==> src/rtl/wb_lfsr_master.sv <==
// Wishbone master that seeds the LFSR slave, reads bits one at a time and packs them into bytes.
// Optional ack timeout is compiled in with `define WB_LFSR_MASTER_TIMEOUT_EN.
module wb_lfsr_master #(
  parameter int unsigned TIMEOUT_CYC = 15
) (
  input  logic       clk,
  input  logic       rst_n,
  input  logic       i_start,
  input  logic       i_seed_wr,
  input  logic [7:0] i_seed,
  input  logic [3:0] i_nbytes,
  output logic       o_busy,
  output logic       o_wb_cyc,
  output logic       o_wb_stb,
  output logic       o_wb_we,
  output logic       o_wb_addr,
  output logic [7:0] o_wb_data,
  input  logic       i_wb_stall,
  input  logic       i_wb_data,
  input  logic       i_wb_ack,
  output logic [7:0] o_byte,
  output logic       o_byte_valid,
  input  logic       i_byte_ready,
  output logic       o_err
);

  typedef enum logic [2:0] {
    StIdle, StSeedReq, StSeedAck, StRdReq, StRdAck, StPush
  } state_e;

  state_e     state_q, state_d;
  logic [7:0] seed_q, seed_d;
  logic [7:0] sr_q, sr_d;
  logic [7:0] byte_q, byte_d;
  logic [3:0] nbytes_q, nbytes_d;
  logic [2:0] bit_cnt_q, bit_cnt_d;
  logic       cyc_q, cyc_d, stb_q, stb_d, we_q, we_d, addr_q, addr_d;
  logic       valid_q, valid_d, busy_q, busy_d;
  logic       timeout;
  logic       start_acc;

  assign start_acc = (state_q == StIdle) && i_start;

`ifdef WB_LFSR_MASTER_TIMEOUT_EN
  localparam logic [3:0] TmoLast = 4'(TIMEOUT_CYC - 1);

  logic [3:0] tmo_q, tmo_d;
  logic       err_q, err_d;

  // Counter is zero outside the ack states, so every entry into an ack state starts from zero.
  always_comb begin
    tmo_d   = '0;
    timeout = 1'b0;
    if (state_q == StSeedAck || state_q == StRdAck) begin
      tmo_d   = tmo_q + 4'd1;
      timeout = !i_wb_ack && (tmo_q == TmoLast);
    end
  end

  always_comb begin
    err_d = err_q;
    if (start_acc)    err_d = 1'b0;
    else if (timeout) err_d = 1'b1;
  end

  always_ff @(posedge clk or negedge rst_n) begin
    if (!rst_n) begin
      tmo_q <= '0;
      err_q <= 1'b0;
    end else begin
      tmo_q <= tmo_d;
      err_q <= err_d;
    end
  end

  assign o_err = err_q;
`else
  logic unused_tmo_cfg;
  assign unused_tmo_cfg = ^TIMEOUT_CYC;
  assign timeout        = 1'b0;
  assign o_err          = 1'b0;
`endif

  always_comb begin
    state_d   = state_q;
    seed_d    = seed_q;
    sr_d      = sr_q;
    byte_d    = byte_q;
    nbytes_d  = nbytes_q;
    bit_cnt_d = bit_cnt_q;
    case (state_q)
      StIdle: begin
        if (i_start) begin
          seed_d    = i_seed;
          nbytes_d  = i_nbytes;
          bit_cnt_d = '0;
          sr_d      = '0;
          state_d   = i_seed_wr ? StSeedReq : StRdReq;
        end
      end
      StSeedReq: if (!i_wb_stall) state_d = StSeedAck;
      StSeedAck: begin
        if (i_wb_ack)     state_d = StRdReq;
        else if (timeout) state_d = StIdle;
      end
      StRdReq: if (!i_wb_stall) state_d = StRdAck;
      StRdAck: begin
        if (i_wb_ack) begin
          sr_d      = {sr_q[6:0], i_wb_data};
          bit_cnt_d = bit_cnt_q + 3'd1;
          if (bit_cnt_q == 3'd7) begin
            byte_d  = {sr_q[6:0], i_wb_data};
            state_d = StPush;
          end else begin
            state_d = StRdReq;
          end
        end else if (timeout) begin
          state_d = StIdle;
        end
      end
      StPush: begin
        if (i_byte_ready) begin
          // A latched count of 0 wraps through 15..1, giving 16 bytes.
          nbytes_d  = nbytes_q - 4'd1;
          bit_cnt_d = '0;
          state_d   = (nbytes_q == 4'd1) ? StIdle : StRdReq;
        end
      end
      default: state_d = StIdle;
    endcase
  end

  // Outputs are registered from the next state so they line up with state_q.
  always_comb begin
    cyc_d   = (state_d == StSeedReq) || (state_d == StSeedAck) ||
              (state_d == StRdReq)   || (state_d == StRdAck);
    stb_d   = (state_d == StSeedReq) || (state_d == StRdReq);
    we_d    = (state_d == StSeedReq) || (state_d == StSeedAck);
    addr_d  = (state_d == StRdReq)   || (state_d == StRdAck);
    valid_d = (state_d == StPush);
    busy_d  = (state_d != StIdle);
  end

  always_ff @(posedge clk or negedge rst_n) begin
    if (!rst_n) begin
      state_q   <= StIdle;
      seed_q    <= '0;
      sr_q      <= '0;
      byte_q    <= '0;
      nbytes_q  <= '0;
      bit_cnt_q <= '0;
      cyc_q     <= 1'b0;
      stb_q     <= 1'b0;
      we_q      <= 1'b0;
      addr_q    <= 1'b0;
      valid_q   <= 1'b0;
      busy_q    <= 1'b0;
    end else begin
      state_q   <= state_d;
      seed_q    <= seed_d;
      sr_q      <= sr_d;
      byte_q    <= byte_d;
      nbytes_q  <= nbytes_d;
      bit_cnt_q <= bit_cnt_d;
      cyc_q     <= cyc_d;
      stb_q     <= stb_d;
      we_q      <= we_d;
      addr_q    <= addr_d;
      valid_q   <= valid_d;
      busy_q    <= busy_d;
    end
  end

  assign o_busy       = busy_q;
  assign o_wb_cyc     = cyc_q;
  assign o_wb_stb     = stb_q;
  assign o_wb_we      = we_q;
  assign o_wb_addr    = addr_q;
  assign o_wb_data    = seed_q;
  assign o_byte       = byte_q;
  assign o_byte_valid = valid_q;

endmodule
==> config.mk <==
export PLATFORM = sky130hd
export DESIGN_NAME = wb_lfsr_master
export DESIGN_NICKNAME = d
export VERILOG_FILES = /design/src/rtl/wb_lfsr_master.sv
export SDC_FILE = /design/constraint.sdc
export NUM_CORES = 1
export LEC_CHECK = 0
export ABC_AREA = 1
export ABC_CLOCK_PERIOD_IN_PS = 3050
export CAP_MARGIN = 0
export CORE_MARGIN = 1.5
export CORE_UTILIZATION = 52
export CTS_CLUSTER_SIZE = 24
export DETAILED_ROUTE_END_ITERATION = 10
export GPL_TIMING_DRIVEN = 0
export PLACE_DENSITY = 0.88
export RECOVER_POWER = 25
export SYNTH_ARGS = -nofsm -noshare
export SYNTH_HDL_FRONTEND = slang
export SYNTH_SLANG_ARGS = --single-unit
==> constraint.sdc <==
create_clock -name clk -period 3.05 [get_ports clk]
set_input_delay 0.61 -clock clk [delete_from_list [all_inputs] [get_ports clk]]
set_output_delay 0.61 -clock clk [all_outputs]
set_load 0.03 [all_outputs]
* Word-level counts from Yosys, hierarchy flattened
Cells that the tools add are included.
** Storage, ports and cells
- Bits in registers :: 39
- Input bits :: 20
- Output and inout bits :: 23
- Logic and storage cells :: 64
** Operators by class
- Add/sub/neg operators :: 2
- Eq/ne operators :: 15
- Mux-type cells :: 20
- Reduce and logical (&&, ||, !) cells :: 15
** Operator list (count)
- 3-bit two-way mux :: 10
- 3-bit case mux with 6 select lines :: 1
- 3-bit equality test, second input constant :: 5
- 7-bit two-way mux :: 2
- 7-bit case mux with 2 select lines :: 1
- 3-bit by 2-bit equality test with 1-bit output, second input constant :: 4
- 3-bit case mux with 3 select lines :: 1
- 3-bit AND reduction :: 3
- 4-bit two-way mux :: 2
- 4-bit case mux with 2 select lines :: 1
- 3-bit by 1-bit equality test with 1-bit output, second input constant :: 2
- 2-bit inequality test, second input constant :: 3
- 3-bit nonzero test :: 2
- 1-bit logical OR :: 5
- 4-bit by 1-bit equality test with 1-bit output, second input constant :: 1
- 2-bit two-way mux :: 2
- 4-bit AND reduction :: 1
- 2-bit nonzero test :: 2
- 4-bit by 1-bit subtractor with 4-bit output, second input constant :: 1
- 3-bit by 1-bit adder with 3-bit output, second input constant :: 1
- 3-bit zero test :: 1
- 2-bit AND reduction :: 1

* Depth between registers and ports, before layout
Gate-level depths: netlist of the first run.
- Depth after elaboration :: 8
- Depth in mapped cells :: 12
- Gate-level depth less buffers :: 12

* Worst setup path after synthesis of the first run
Ideal clock, no wire load.
- Path kind :: reg2reg
- Start point :: reg bit_cnt_q[0]
- End point :: reg cyc_q, in the netlist o_wb_cyc
- Library setup time :: 0.113 ns
- Arrival :: 1.363 ns
- Data required time :: 2.937 ns
- Slack :: 1.574 ns
- Cell stages (with the launch flop) :: 11
- Buffers on the path :: 0
- Period minus slack after synthesis :: 1.476 ns
- Path through :: dfrtp_1 -> ha_1 -> ha_1 -> inv_1 -> nand2_1 -> inv_1 -> nor2_1 -> nor3_1 -> nand3_2 -> nand2_1 -> inv_1
** On the way
- Word-level cells in the longest chain between the ends :: 8
- Elaborated cells between the ends (all ways) :: 11
- Those cells by class :: eq/ne (5); mux (3); reduce/logical (3)
** RTL lines
- start: declaration :: RTL line 36 : logic [2:0] bit_cnt_q, bit_cnt_d;
- start signal: assignment :: RTL line 164 : bit_cnt_q <= bit_cnt_d;
- 3-bit equality test * :: RTL line 111 : if (bit_cnt_q == 3'd7) begin
- 3-bit two-way mux * :: RTL line 111
- 3-bit two-way mux * :: RTL line 108 : if (i_wb_ack) begin
- 3-bit case mux with 6 select lines * :: RTL line 91 : case (state_q)
- 3-bit by 1-bit equality test with 1-bit output / 3-bit by 2-bit equality test with 1-bit output (equally long branches) :: RTL line 135 : cyc_d = (state_d == StSeedReq) || (state_d == StSeedAck) ||
- 1-bit logical OR (2 in series) :: RTL line 135
- 1-bit logical OR * :: RTL line 136 : (state_d == StRdReq) || (state_d == StRdAck);
- net cyc_d :: RTL line 37 : logic cyc_q, cyc_d, stb_q, stb_d, we_q, we_d, addr_q, addr_d;
- end signal: assignment :: RTL line 165 : cyc_q <= cyc_d;
- end: declaration :: RTL line 37
The timed path passes the listed nets; every way through them passes the cells marked *.
A chain may end at the register's enable or synchronous reset.

* Final worst setup path of the first run
- Start point :: reg byte_q[5], in the netlist o_byte[5]
- End point :: out o_byte[5]
** RTL lines
- start: declaration :: RTL line 34 : logic [7:0] byte_q, byte_d;
- start signal: assignment :: RTL line 162 : byte_q <= byte_d;
- end: declaration :: RTL line 21 : output logic [7:0] o_byte,
No word-level cell between the ends.

==> metrics.yaml, run 1 <==
crit_path_start_kind: "flop"
floorplan.initialDensity: 0.541
diodes: 0
dpl.cell_count: 296
ys.warnings.count: 0
ctsHtreeMaxLevel: 2
holdBufCountCts: 0
worst_ep_required_time_ns: 2.44
timing.fmax_ghz: 0.499
pre_cts_slack_ns: 0.821
cells_along_the_critical_path: "clkdlybuf4s50_1"
cts-root-to-sink-buffers: 2
timing.critical_path.fanout_max: 2
min-delay-path-class: "flop to flop"
drt_first_iter_violations: 38
cts_repair_resize_count: 0
postLayoutCoreUtil: 0.697
floorplan.die_area_um2: 3800
drv.max_cap_violation_count: 1
cpPeakStageDelay_ns: 0.68
synth.ff_latch_count: 39
std_cell_rows: 21
antenna_found_initial: 0
track_usage: 0.207
failed_checks: "max-capacitance violations, max-slew violations"
power_leakage_nw: 1.11
crit_arrival_ns: 1.39
post_drt_wl_per_cell_um: 11.1
slew-limit-headroom: -0.315
netlist_instances: 209
dpl_cell_area_um2: 2250
finalNetCount: 281
drc: 0
finalNonFillerCells: 304
cts_root_buffer: "clkbuf_4"
first_pass_grt_wire_length_um: 5760
tritoncts_num_sinks: 39
routed_via_count: 1513
critical_path_depth_in_cells: 1
leading_cell_types_by_total_area_after_synthesis: "dfrtp_1 55%, nand2_1 15%, o21ai_0 6.1%"
timing.critical_path.buf_inv: 1
number_of_synthesized_flops_with_an_enable_pin: 0
drv_slew: 40
placeableCoreArea_um2: 3310
async_flop_share: 1.00
post_synth_instance_area_um2: 1790
period_minus_slack_ns: 2.00
slowest_stage: "clkdlybuf4s50_1"
final_antenna_net_count: 0
cpLargestDelayFamily: "buffers and inverters"
synth_area_per_cell_um2: 8.57
first_global_vias: 1455
rsz0062_at_grt: "false"
finalInstanceArea_um2: 2310
floorplan.die.width_um: 61.7
synth.yosys.seq_area_share: 0.545
setup_ws_ns: 1.05
routed_via_density: 4.98
design.portCount: 43
cts_setup_buffers: 0
areaGrowthSynthToFinish_pct: 28.8
post_synthesis_net_count: 233
layout_worst_path_cycle_share: 0.657
tritoncts: "yes"
power_per_cell_area_nw_per_um2: 814
fin_tns_setup_ns: 0
wl_um: 3360
totalPowerFinal_mw: 1.88
yosysTopAreaCell: "dfrtp_1"
final.hold.worst_slack_ns: 0.477
worst_setup_hold_path_clk_slew_ns: 0.11
timing.final.hold_violations: 0
crit_type: "flop to output port"
min_delay_path_depth: 2
dieHeight_um: 61.7
tritoncts.num_buffers: 5
run_status: "finished with violations"
finalSetupViolCount: 0
drive_above_1_share: 0.0930
reg2reg_depth: 10
synth.lib_cells_used.distinct: 26
vdd_drop_max_v: 0.000597
timing_worst_slew_pin_value_ns: 1.97
final_skew_ns: 0.0103
synth.cells.most_frequent: "71 x nand2_1, 39 x dfrtp_1, 22 x o21ai_0"
grt_max_degree: 40
globalplace.congestion: 0.791
synth_largest_type_area_fraction: 0.545
clkLatencyLatePin_ns: 0.34
timing.critical_path.to_type: "output port"
most_frequent_cell_after_synthesis: "nand2_1"
buffers_added_on_ports: 41
grt_remaining_overflow: 0
dpl.hpwl_um: 2530
synth_flop_cell: "dfrtp_1"
drt_pre_antenna_iters: 4
state kept, by name (all words and copies together) (netlist names):
signal,count
o_wb_addr,1
o_wb_stb,1
nbytes_q,4
o_wb_cyc,1
o_wb_data,8
o_busy,1
bit_cnt_q,3
sr_q,7
o_byte_valid,1
o_wb_we,1
state_q,3
o_byte,8
worst reg2reg max path: stages, from the launching register on:
cell     delay [ns]
dfrtp_1        0.42
ha_1           0.20
ha_1           0.19
inv_1          0.05
nand2_1        0.06
inv_1          0.10
nor2_1         0.05
nor3_1         0.27
nand3_2        0.12
nand2_1        0.07
inv_1          0.03
kinds of logic after synthesis:
family | share of synthesized area
and+or+nand+nor | 0.265
DFF | 0.545
AOI/OAI and AO/OA | 0.0943
buffers and inverters | 0.0657
adders and majority gates | 0.0280
other | 0.00209
cell usage in the layout, fill, tap and decap left out, types with 4 or more instances in the layout:
master | netlist | layout
clkbuf_4 | 0 | 5
nor2_1 | 13 | 13
dfrtp_1 | 39 | 39
clkdlybuf4s50_1 | 0 | 40
ha_1 | 4 | 4
a21oi_1 | 4 | 4
o21ai_0 | 22 | 22
nand3_1 | 15 | 15
nand2_1 | 71 | 71
inv_1 | 19 | 19
layout make-up:
cell class	count	area, µm²
Buffer	3	23.8
Clock buffer	6	41.3
Clock inverter	2	12.5
Fill cell	285	1000
Inverter	23	93.8
Multi-Input combinational cell	144	697
Sequential cell	39	976
Tap cell	46	57.6
Timing Repair Buffer	41	404
metal layers:
layer  wire length [µm]  GRT usage  vias up
li1                   -          -      755
met5                  0          0        -
met4                 57      0.103        0
met3                161     0.0420        7
met1               1470      0.245      714
met2               1670      0.356       37
power by group:
group	switching, mW	internal (mW)	leakage, nW
Sequential	0.0881	0.657	0.508
Combinational	0.552	0.323	0.572
Clock	0.167	0.0890	0.0282
Total	0.807	1.07	1.11
worst paths after layout:
path                            slack (ns)      endpoint         start
worst max-delay path                  1.05     o_byte[5]     o_byte[5]
worst min-delay path                  0.48  o_wb_data[2]  o_wb_data[2]
worst max register to register        1.39      o_wb_cyc  bit_cnt_q[0]
worst min register to register        0.48  o_wb_data[2]  o_wb_data[2]
max in group asynchronous             1.12  o_wb_data[0]         rst_n
min in group asynchronous             0.80     o_byte[6]         rst_n
No activity file was read; power rests on OpenSTA's default activity.
==> run 2: changes to the inputs <==
--- a/config.mk
+++ b/config.mk
@@ -6,14 +6,14 @@
 export NUM_CORES = 1
 export LEC_CHECK = 0
 export ABC_AREA = 1
-export ABC_CLOCK_PERIOD_IN_PS = 3050
+export ABC_CLOCK_PERIOD_IN_PS = 1710
 export CAP_MARGIN = 0
 export CORE_MARGIN = 1.5
-export CORE_UTILIZATION = 52
+export CORE_UTILIZATION = 44
 export CTS_CLUSTER_SIZE = 24
 export DETAILED_ROUTE_END_ITERATION = 10
 export GPL_TIMING_DRIVEN = 0
-export PLACE_DENSITY = 0.88
+export PLACE_DENSITY = 0.8
 export RECOVER_POWER = 25
 export SYNTH_ARGS = -nofsm -noshare
 export SYNTH_HDL_FRONTEND = slang
==> constraint.sdc (replaced) <==
create_clock -name clk -period 1.71 [get_ports clk]
set_input_delay 0.342 -clock clk [delete_from_list [all_inputs] [get_ports clk]]
set_output_delay 0.342 -clock clk [all_outputs]
set_load 0.03 [all_outputs]
==> run 2 against run 1 <==
The run now ends clean. Final cell count increased by 1.3%. Die area increased by 17%. Design area increased by 2.7%. Combinational power increased by 80%. Critical endpoint is now o_wb_data[6]. Critical path depth unchanged. Count of clock-buffer cells in the layout unchanged. Non-clock buffer count unchanged. Sequential share of layout area decreased by 1.1 points. Clock skew decreased by 0.0028 ns. Worst setup slack got worse by 0.99 ns.
==> metrics.yaml, run 2 (same netlist as run 1, synthesis figures left out) <==
drt_first_iter_violations: 54  # was 38
run_status: "finished, final reports clean"  # was finished with violations
worst_ep_required_time_ns: 1.37  # was 2.44 ns
final_cell_mix: "71 x nand2_1, 39 x dfrtp_1, 39 x clkdlybuf4s50_1"  # was 71 x nand2_1, 40 x clkdlybuf4s50_1, 39 x dfrtp_1
first_global_vias: 1392  # was 1455
globalplace.congestion: 0.807  # was 0.791
diodes: 0  # unchanged
drv_slew: 0  # was 40
final_antenna_net_count: 0  # unchanged
fin_tns_setup_ns: 0  # unchanged
buffers_added_on_ports: 41  # unchanged
drive_above_1_share: 0.116  # was 0.0930
design.portCount: 43  # unchanged
rrSetupSlack_ns: 0.11  # was 1.39 ns
first_pass_grt_wire_length_um: 5780  # was 5760 µm
drv.max_cap_violation_count: 0  # was 1
placeableCoreArea_um2: 3940  # was 3310 µm²
dieHeight_um: 66.8  # was 61.7 µm
pre_cts_slack_ns: -0.224  # was 0.821 ns
cts_root_buffer: "clkbuf_8"  # was clkbuf_4
ctsHtreeMaxLevel: 2  # unchanged
timing_worst_slew_pin_value_ns: 0.940  # was 1.97 ns
floorplan.die_area_um2: 4460  # was 3800 µm²
holdBufCountCts: 0  # unchanged
final_common_cell: "nand2_1"  # unchanged
power_leakage_nw: 1.14  # was 1.11 nW
cts_repair_resize_count: 0  # unchanged
areaGrowthSynthToFinish_pct: 32.3  # was 28.8%
tritoncts.num_buffers: 5  # unchanged
track_usage: 0.177  # was 0.207
crit_path_start_kind: "flop"  # unchanged
cpPeakStageDelay_ns: 0.67  # was 0.68 ns
min-delay-path-class: "input port to async pin"  # was flop to flop
cts-root-to-sink-buffers: 2  # unchanged
routed_via_count: 1506  # was 1513
clkLatencyLatePin_ns: 0.29  # was 0.34 ns
crit_arrival_ns: 1.32  # was 1.39 ns
drt_pre_antenna_iters: 4  # unchanged
timing.critical_path.fanout_max: 2  # unchanged
finalSetupViolCount: 0  # unchanged
grt_max_degree: 40  # unchanged
timing.final.hold_violations: 0  # unchanged
crit_type: "flop to output port"  # unchanged
slowest_stage: "clkdlybuf4s50_1"  # unchanged
floorplan.die.width_um: 66.8  # was 61.7 µm
setup_ws_ns: 0.0529  # was 1.05 ns
grt_remaining_overflow: 0  # unchanged
tritoncts_num_sinks: 39  # unchanged
wl_um: 3470  # was 3360 µm
final_skew_ns: 0.00751  # was 0.0103 ns
finalNonFillerCells: 308  # was 304
antenna_found_initial: 0  # unchanged
layout_worst_path_cycle_share: 0.969
period_minus_slack_ns: 1.66
slew-limit-headroom: 0.374  # was -0.315
rsz0062_at_grt: "true"  # was false
std_cell_rows: 23  # was 21
power_per_cell_area_nw_per_um2: 1490  # was 814 nW/µm²
cpLargestDelayFamily: "buffers and inverters"  # unchanged
cells_along_the_critical_path: "clkdlybuf4s50_1"  # unchanged
post_drt_wl_per_cell_um: 11.3  # was 11.1 µm
totalPowerFinal_mw: 3.52  # was 1.88 mW
finalInstanceArea_um2: 2370  # was 2310 µm²
dpl_cell_area_um2: 2260  # was 2250 µm²
filler_cells: 363  # was 285
timing.critical_path.to_type: "output port"  # unchanged
timing.critical_path.buf_inv: 1  # unchanged
floorplan.initialDensity: 0.454  # was 0.541
cts_setup_buffers: 0  # unchanged
routed_via_density: 4.89  # was 4.98
worst_setup_hold_path_clk_slew_ns: 0.07  # was 0.11 ns
dpl.hpwl_um: 2460  # was 2530 µm
vdd_drop_max_v: 0.000940  # was 0.000597 V
tritoncts: "yes"  # unchanged
finalNetCount: 281  # unchanged
drc: 0  # unchanged
timing.fmax_ghz: 0.603
dpl.cell_count: 300  # was 296
-- run 2: through the flow --
stage / utilization / hold WS [ns]
after floorplan: - / 0.0464
after global placement: 0.574 / 0.454
after detailed placement: 0.573 / 0.463
after CTS: 0.594 / 0.179
after global routing: 0.601 / 0.259
final: 0.601 / 0.185
-- run 2: path summary, 6_finish.rpt --
check	start	to	cells past startpoint
min in group clk	o_wb_data[3]	o_wb_data[3]	2
worst max register to register	state_q[0]	o_wb_cyc	7
worst min register to register	o_wb_data[3]	o_wb_data[3]	2
max in group asynchronous	rst_n	sr_q[4]	1
worst max-delay path	o_wb_data[6]	o_wb_data[6]	1
worst min-delay path	rst_n	o_byte[7]	1
-- run 2: final cells by class --
cell class | instances | area [µm²] | share of cell area
sequential | 39 | 976 | 0.412
clock inverter | 2 | 12.5 | 0.00528
inverter | 23 | 93.8 | 0.0396
timing repair buffer | 41 | 408 | 0.172
clock buffer | 6 | 72.6 | 0.0306
buffer | 3 | 23.8 | 0.0100
multi-input combinational | 144 | 719 | 0.304
tap | 50 | 62.6 | 0.0264
-- run 2: power breakdown --
| group | switching, mW | leakage [nW] | internal (mW) |
|---|---|---|---|
| clock network | 0.311 | 0.0412 | 0.285 |
| logic | 0.996 | 0.587 | 0.588 |
| registers | 0.166 | 0.508 | 1.17 |
-- run 2: routing by layer --
metal | global-route usage | share of wire | up-vias | wire [µm]
met3 | 0.0676 | 0.058 | 6 | 202
met4 | 0.0918 | 0.013 | 0 | 44
li1 | - | - | 758 | -
met1 | 0.208 | 0.43 | 702 | 1500
met5 | 0 | 0 | - | 0
met2 | 0.279 | 0.50 | 40 | 1720
-- run 2: worst reg2reg max path, cell delays in order (launching register included) --
cell	delay, ns
dfrtp_1	0.49
nand3_1	0.32
nor2_1	0.31
nor2_1	0.08
o21ai_2	0.10
nand2_1	0.10
nand2_1	0.07
inv_1	0.03
